==> config.mk <==
export PLATFORM = sky130hd
export DESIGN_NAME = hls_deadlock_axis_monitor
export DESIGN_NICKNAME = d
export VERILOG_FILES = /design/src/rtl/hls_deadlock_pkg.sv /design/src/rtl/hls_deadlock_persist_cnt.sv /design/src/rtl/hls_deadlock_axis_monitor.sv
export SDC_FILE = /design/constraint.sdc
export NUM_CORES = 1
export LEC_CHECK = 0
export BUFFER_PORTS_ARGS = -buffer_cell sky130_fd_sc_hd__clkbuf_2
export CAP_MARGIN = 20
export CORE_MARGIN = 2
export CORE_UTILIZATION = 35
export CTS_CLUSTER_DIAMETER = 150
export CTS_CLUSTER_SIZE = 10
export DETAILED_ROUTE_END_ITERATION = 12
export GPL_ROUTABILITY_DRIVEN = 0
export GPL_TIMING_DRIVEN = 1
export SYNTH_ARGS = -nofsm -noshare
export SYNTH_HDL_FRONTEND = slang
export SYNTH_SLANG_ARGS = --single-unit
==> constraint.sdc <==
create_clock -name clock -period 3.96 [get_ports clock]
set_clock_uncertainty 0.1 [all_clocks]
set_input_delay 0.594 -clock clock [delete_from_list [all_inputs] [get_ports clock]]
set_output_delay 0.594 -clock clock [all_outputs]
set_load 0.1 [all_outputs]
==> src/rtl/hls_deadlock_pkg.sv <==
// Shared constants and helpers for the HLS dataflow deadlock monitor.
// Info codes are two bits per channel: bit 0 = writer blocked on full, bit 1 = reader blocked on empty.
package hls_deadlock_pkg;

  localparam int DL_CNT_W = 16;

  localparam logic [1:0] BLK_NONE  = 2'b00;
  localparam logic [1:0] BLK_FULL  = 2'b01;
  localparam logic [1:0] BLK_EMPTY = 2'b10;
  localparam logic [1:0] BLK_BOTH  = 2'b11;

  function automatic logic [1:0] blk_code(input logic full, input logic empty);
    logic [1:0] code;
    code = BLK_NONE;
    if (full && empty) code = BLK_BOTH;
    else if (full)     code = BLK_FULL;
    else if (empty)   code = BLK_EMPTY;
    return code;
  endfunction

endpackage

==> src/rtl/hls_deadlock_persist_cnt.sv <==
// Saturating persistence counter for one stream channel.
// The channel is confirmed only after THRESHOLD consecutive stalled cycles.
module hls_deadlock_persist_cnt
  import hls_deadlock_pkg::*;
#(
  parameter int THRESHOLD = 16
) (
  input  logic clock,
  input  logic reset,
  input  logic clear,
  input  logic raw,
  output logic conf
);

  localparam logic [DL_CNT_W-1:0] THR = DL_CNT_W'(THRESHOLD);

  logic [DL_CNT_W-1:0] cnt_reg;

  always_ff @(posedge clock or posedge reset) begin
    if (reset) begin
      cnt_reg <= '0;
    end else if (clear || !raw) begin
      cnt_reg <= '0;
    end else if (cnt_reg != THR) begin
      cnt_reg <= cnt_reg + {{(DL_CNT_W-1){1'b0}}, 1'b1};
    end
  end

  assign conf = (cnt_reg == THR);

endmodule

==> src/rtl/hls_deadlock_axis_monitor.sv <==
// Deadlock monitor for an HLS dataflow region: filters per-channel stalls, aggregates child
// block flags, and reports a registered block flag with per-channel diagnostics.
module hls_deadlock_axis_monitor
  import hls_deadlock_pkg::*;
#(
  parameter int NUM_AXIS  = 2,
  parameter int NUM_SUB   = 1,
  parameter int THRESHOLD = 16,
  parameter int STICKY    = 0,
  parameter int IDX_W     = $clog2((NUM_AXIS > 2) ? NUM_AXIS : 2)
) (
  input  logic                  clock,
  input  logic                  reset,
  input  logic                  clear,
  input  logic [NUM_AXIS-1:0]   axis_full_sigs,
  input  logic [NUM_AXIS-1:0]   axis_empty_sigs,
  input  logic [NUM_SUB-1:0]    sub_block_sigs,
  input  logic [NUM_SUB-1:0]    sub_idle_sigs,
  output logic [2*NUM_AXIS-1:0] axis_block_info,
  output logic [IDX_W-1:0]      first_block_idx,
  output logic                  first_block_valid,
  output logic                  block
);

  logic [NUM_AXIS-1:0]   conf;
  logic [2*NUM_AXIS-1:0] live_info;
  logic                  sub_all;
  logic                  det;
  logic [IDX_W-1:0]      low_idx;

  logic                  block_reg;
  logic [2*NUM_AXIS-1:0] info_reg;
  logic [IDX_W-1:0]      first_idx_reg;
  logic                  first_valid_reg;

  genvar gi;
  generate
    for (gi = 0; gi < NUM_AXIS; gi = gi + 1) begin : g_ch
      hls_deadlock_persist_cnt #(
        .THRESHOLD(THRESHOLD)
      ) u_cnt (
        .clock(clock),
        .reset(reset),
        .clear(clear),
        .raw  (axis_full_sigs[gi] | axis_empty_sigs[gi]),
        .conf (conf[gi])
      );

      assign live_info[2*gi +: 2] = conf[gi] ? blk_code(axis_full_sigs[gi], axis_empty_sigs[gi])
                                             : BLK_NONE;
    end
  endgenerate

  // Children only count as deadlocked when none is still doing useful work.
  assign sub_all = (|sub_block_sigs) & (&(sub_block_sigs | sub_idle_sigs));
  assign det     = (|conf) | sub_all;

  always_comb begin
    low_idx = '0;
    for (int i = NUM_AXIS - 1; i >= 0; i--) begin
      if (conf[i]) low_idx = IDX_W'(i);
    end
  end

  always_ff @(posedge clock or posedge reset) begin
    if (reset) begin
      block_reg       <= 1'b0;
      info_reg        <= '0;
      first_idx_reg   <= '0;
      first_valid_reg <= 1'b0;
    end else if (clear) begin
      block_reg       <= 1'b0;
      info_reg        <= '0;
      first_idx_reg   <= '0;
      first_valid_reg <= 1'b0;
    end else begin
      if (STICKY == 0) begin
        block_reg <= det;
        info_reg  <= live_info;
      end else if (!block_reg && det) begin
        block_reg <= 1'b1;
        info_reg  <= live_info;
      end
      // Only a confirmed stream stall names a channel; child-only detections leave it unset.
      if (!first_valid_reg && (|conf)) begin
        first_idx_reg   <= low_idx;
        first_valid_reg <= 1'b1;
      end
    end
  end

  assign block             = block_reg;
  assign axis_block_info   = info_reg;
  assign first_block_idx   = first_idx_reg;
  assign first_block_valid = first_valid_reg;

endmodule

==> metrics <==
Top-Level Pins 16; initial antenna violation count 0; clock buffer count from CTS 5; maximum count of clock buffers along a single path 2; Min Clock Period, post-route between 1.5 and 2 ns; full die area ~6200 µm²; Req. time, crit path ~3.3 ns; maximum number of pins on one net before global-route repair 25; ratio of final minimum period to clock period between 40% and 50%; final-report max-slew violation count 0; clock slew at the register clock pins of the worst setup and hold paths approximately 0.080 ns; class of the most critical hold timing path input pin to async pin; cell breakdown of the critical path clkbuf_2; Post-CTS Setup Bufs 0; Final setup viols 0; post-DP HPWL between 2000 and 3000 µm; Layout Area Growth over Synthesis 15.37%; number of sinks on the clock net 39; DRT Wirelength between 3000 and 4000 µm; # DRC 0; worst setup slack after placement 1.887 ns; leading cell type in the layout, fill and taps excluded dfrtp_1; maximum fanout encountered on the critical timing path 4; nets in the synthesized netlist ~210; number of DRC markers after the initial detailed-route iteration approximately 140; Final Cell Area around 2300 µm²; post-synthesis instance area ~2000 µm²; iteration count of the initial detailed-routing pass 4; number of violations of the max-capacitance limit 0; source-to-sink clock delay at the later pin of the worst-skew pair 0.29 ns; arrival time of the worst setup path between 1 and 1.5 ns; GRT Overall Usage approximately 13%; Max Fclk about 540 MHz; first-pass GRT wire length 6265 µm; Warnings, synthesis 0; average size of a mapped cell 9.864 µm²; wire length per cell around 13 µm; routed vias approximately 1.4k; number of buffers inserted for hold repair after clock tree synthesis 0; max reg flops 32; Setup crit start kind flip-flop; Port Buffer Count 14; level count of the clock H-tree 2; fraction of layout cells with a size suffix above 1 ~15%; largest incremental delay on the critical path about 0.48 ns; Gate Count Post-Synth 198; Worst IR Drop VDD about 0.15 mV; Critical Path End Type primary output; Post-CTS Resized 0; Bufs and invs on worst path 1; count of state elements after synthesis 39; transition time at the pin with the least slew margin 0.9222 ns; initial standard-cell utilization of the core between 30 and 40%; via density per instance just under 5; total congestion overflow 0; setup_tns 0 ns; core outline area 5439 µm²; post-detailed-placement cell area between 2000 and 2500 µm²; worst slew margin relative to its limit between 30% and 40%; ant diodes 0; antenna-violating nets left 0; WS Path Type flip-flop to primary output; final setup margin 2.112 ns; CTS tree built; outcome completed; sequential cell area fraction in the yosys report about half; final hold slack 0.3793 ns; Die X-Extent between 70 and 80 µm; CTS Root Buffer Type clkbuf_8; final core area utilization approximately 41%; num rows 27; Final #Nets 232; slowest stage cell on the critical path clkbuf_2; Leak a little under 1 nW; vias in the first global route 1300; Worst path top cell family by delay buffers and inverters; areal power density over the cells approximately 370 nW/µm²; Final Hold Viols 0; chip height just under 80 µm; post-synthesis cell type count 34; commonest cells after routing, fill and taps aside 39 x dfrtp_1, 32 x nor2_1, 14 x clkbuf_2, 13 x inv_1, 13 x xnor2_1; RSZ-0062 raised after global routing no
## worst reg2reg max path, delay by kind of cell, from the launching register on
kind,cells,cell delay (ns)
flops,1,0.44
compound gates,1,0.16
simple gates,3,0.83
fa+ha+maj,1,0.14
buf+inv,1,0.08
## path summary, 6_finish.rpt
| path | start | end | slack (ns) | cells past startpoint |
|---|---|---|---|---|
| setup reg to reg | g_ch[1].u_cnt.cnt_reg[0] | block | 2.14 | 6 |
| setup / recovery | first_block_valid | first_block_valid | 2.11 | 1 |
| hold / removal | reset | g_ch[1].u_cnt.cnt_reg[9] | 0.38 | 2 |
| max in group asynchronous | reset | first_block_valid | 2.62 | 3 |
| hold reg to reg | first_block_idx | first_block_idx | 0.46 | 1 |
| min in group clock | sub_block_sigs | block | 0.42 | 3 |
## area by class of cell
class,count,area (µm²)
Timing Repair Buffer,17,92.59
Multi-Input combinational cell,143,913.4
Sequential cell,39,975.9
Tap cell,72,90.09
Fill cell,539,3186
Inverter,13,48.80
Clock inverter,2,60.06
Clock buffer,6,72.57
## power by group
part	internal [mW]	switching [mW]	total, mW
combinational	0.0132	0.0278	0.0410
sequential	0.402	0.00560	0.408
clock	0.252	0.139	0.391
total	0.667	0.172	0.839
## synth_stat cells (all sizes together)
cell type / instances / share of area [%]
nor3: 6 / 2.1
ha: 4 / 2.6
nand3: 9 / 2.6
o221a: 1 / 0.58
a311oi: 1 / 0.45
xnor2: 13 / 5.8
nand4: 9 / 3.2
a31o: 2 / 0.90
or3: 3 / 0.96
buf: 1 / 0.38
mux2i: 2 / 1.0
a211oi: 2 / 0.77
mux2: 1 / 0.58
nor4: 7 / 2.2
nor2: 32 / 6.2
xor2: 8 / 3.6
and3: 4 / 1.3
nand2b: 2 / 0.64
o21ai: 5 / 1.3
a21oi: 7 / 1.8
inv: 13 / 2.5
and3b: 1 / 0.45
and4: 4 / 1.8
dfrtp: 39 / 50
and2: 6 / 1.9
clkbuf: 2 / 0.38
nand3b: 2 / 0.77
a41o: 1 / 0.51
nor4b: 3 / 1.3
nand2: 8 / 1.5
## per-stage QoR
step | std cells | power (mW)
2_1_floorplan | 198 | 0.4420
3_3_place_gp | 284 | 0.4567
3_5_place_dp | 284 | 0.4576
4_1_cts | 292 | 0.8548
5_1_grt | 292 | 0.8770
6_report | 292 | 0.8393
## layer usage
metal | global-route usage [%] | share of wire (%)
met1 | 17.96 | 53
met2 | 18.29 | 43
met3 | 2.614 | 3.0
met4 | 5.439 | 1.1
met5 | 0 | 0
## kinds of logic (layout without fill, tap and decap cells)
family	count (synthesis)	count (layout)	synth area share, %
xor+xnor	21	21	9.417
flops	39	39	49.97
mux	3	3	1.602
fa+ha+maj	4	4	2.563
compound gates	19	19	6.278
buf+inv	16	38	3.268
simple gates	96	96	26.91
No activity file was read; power rests on OpenSTA's default activity.
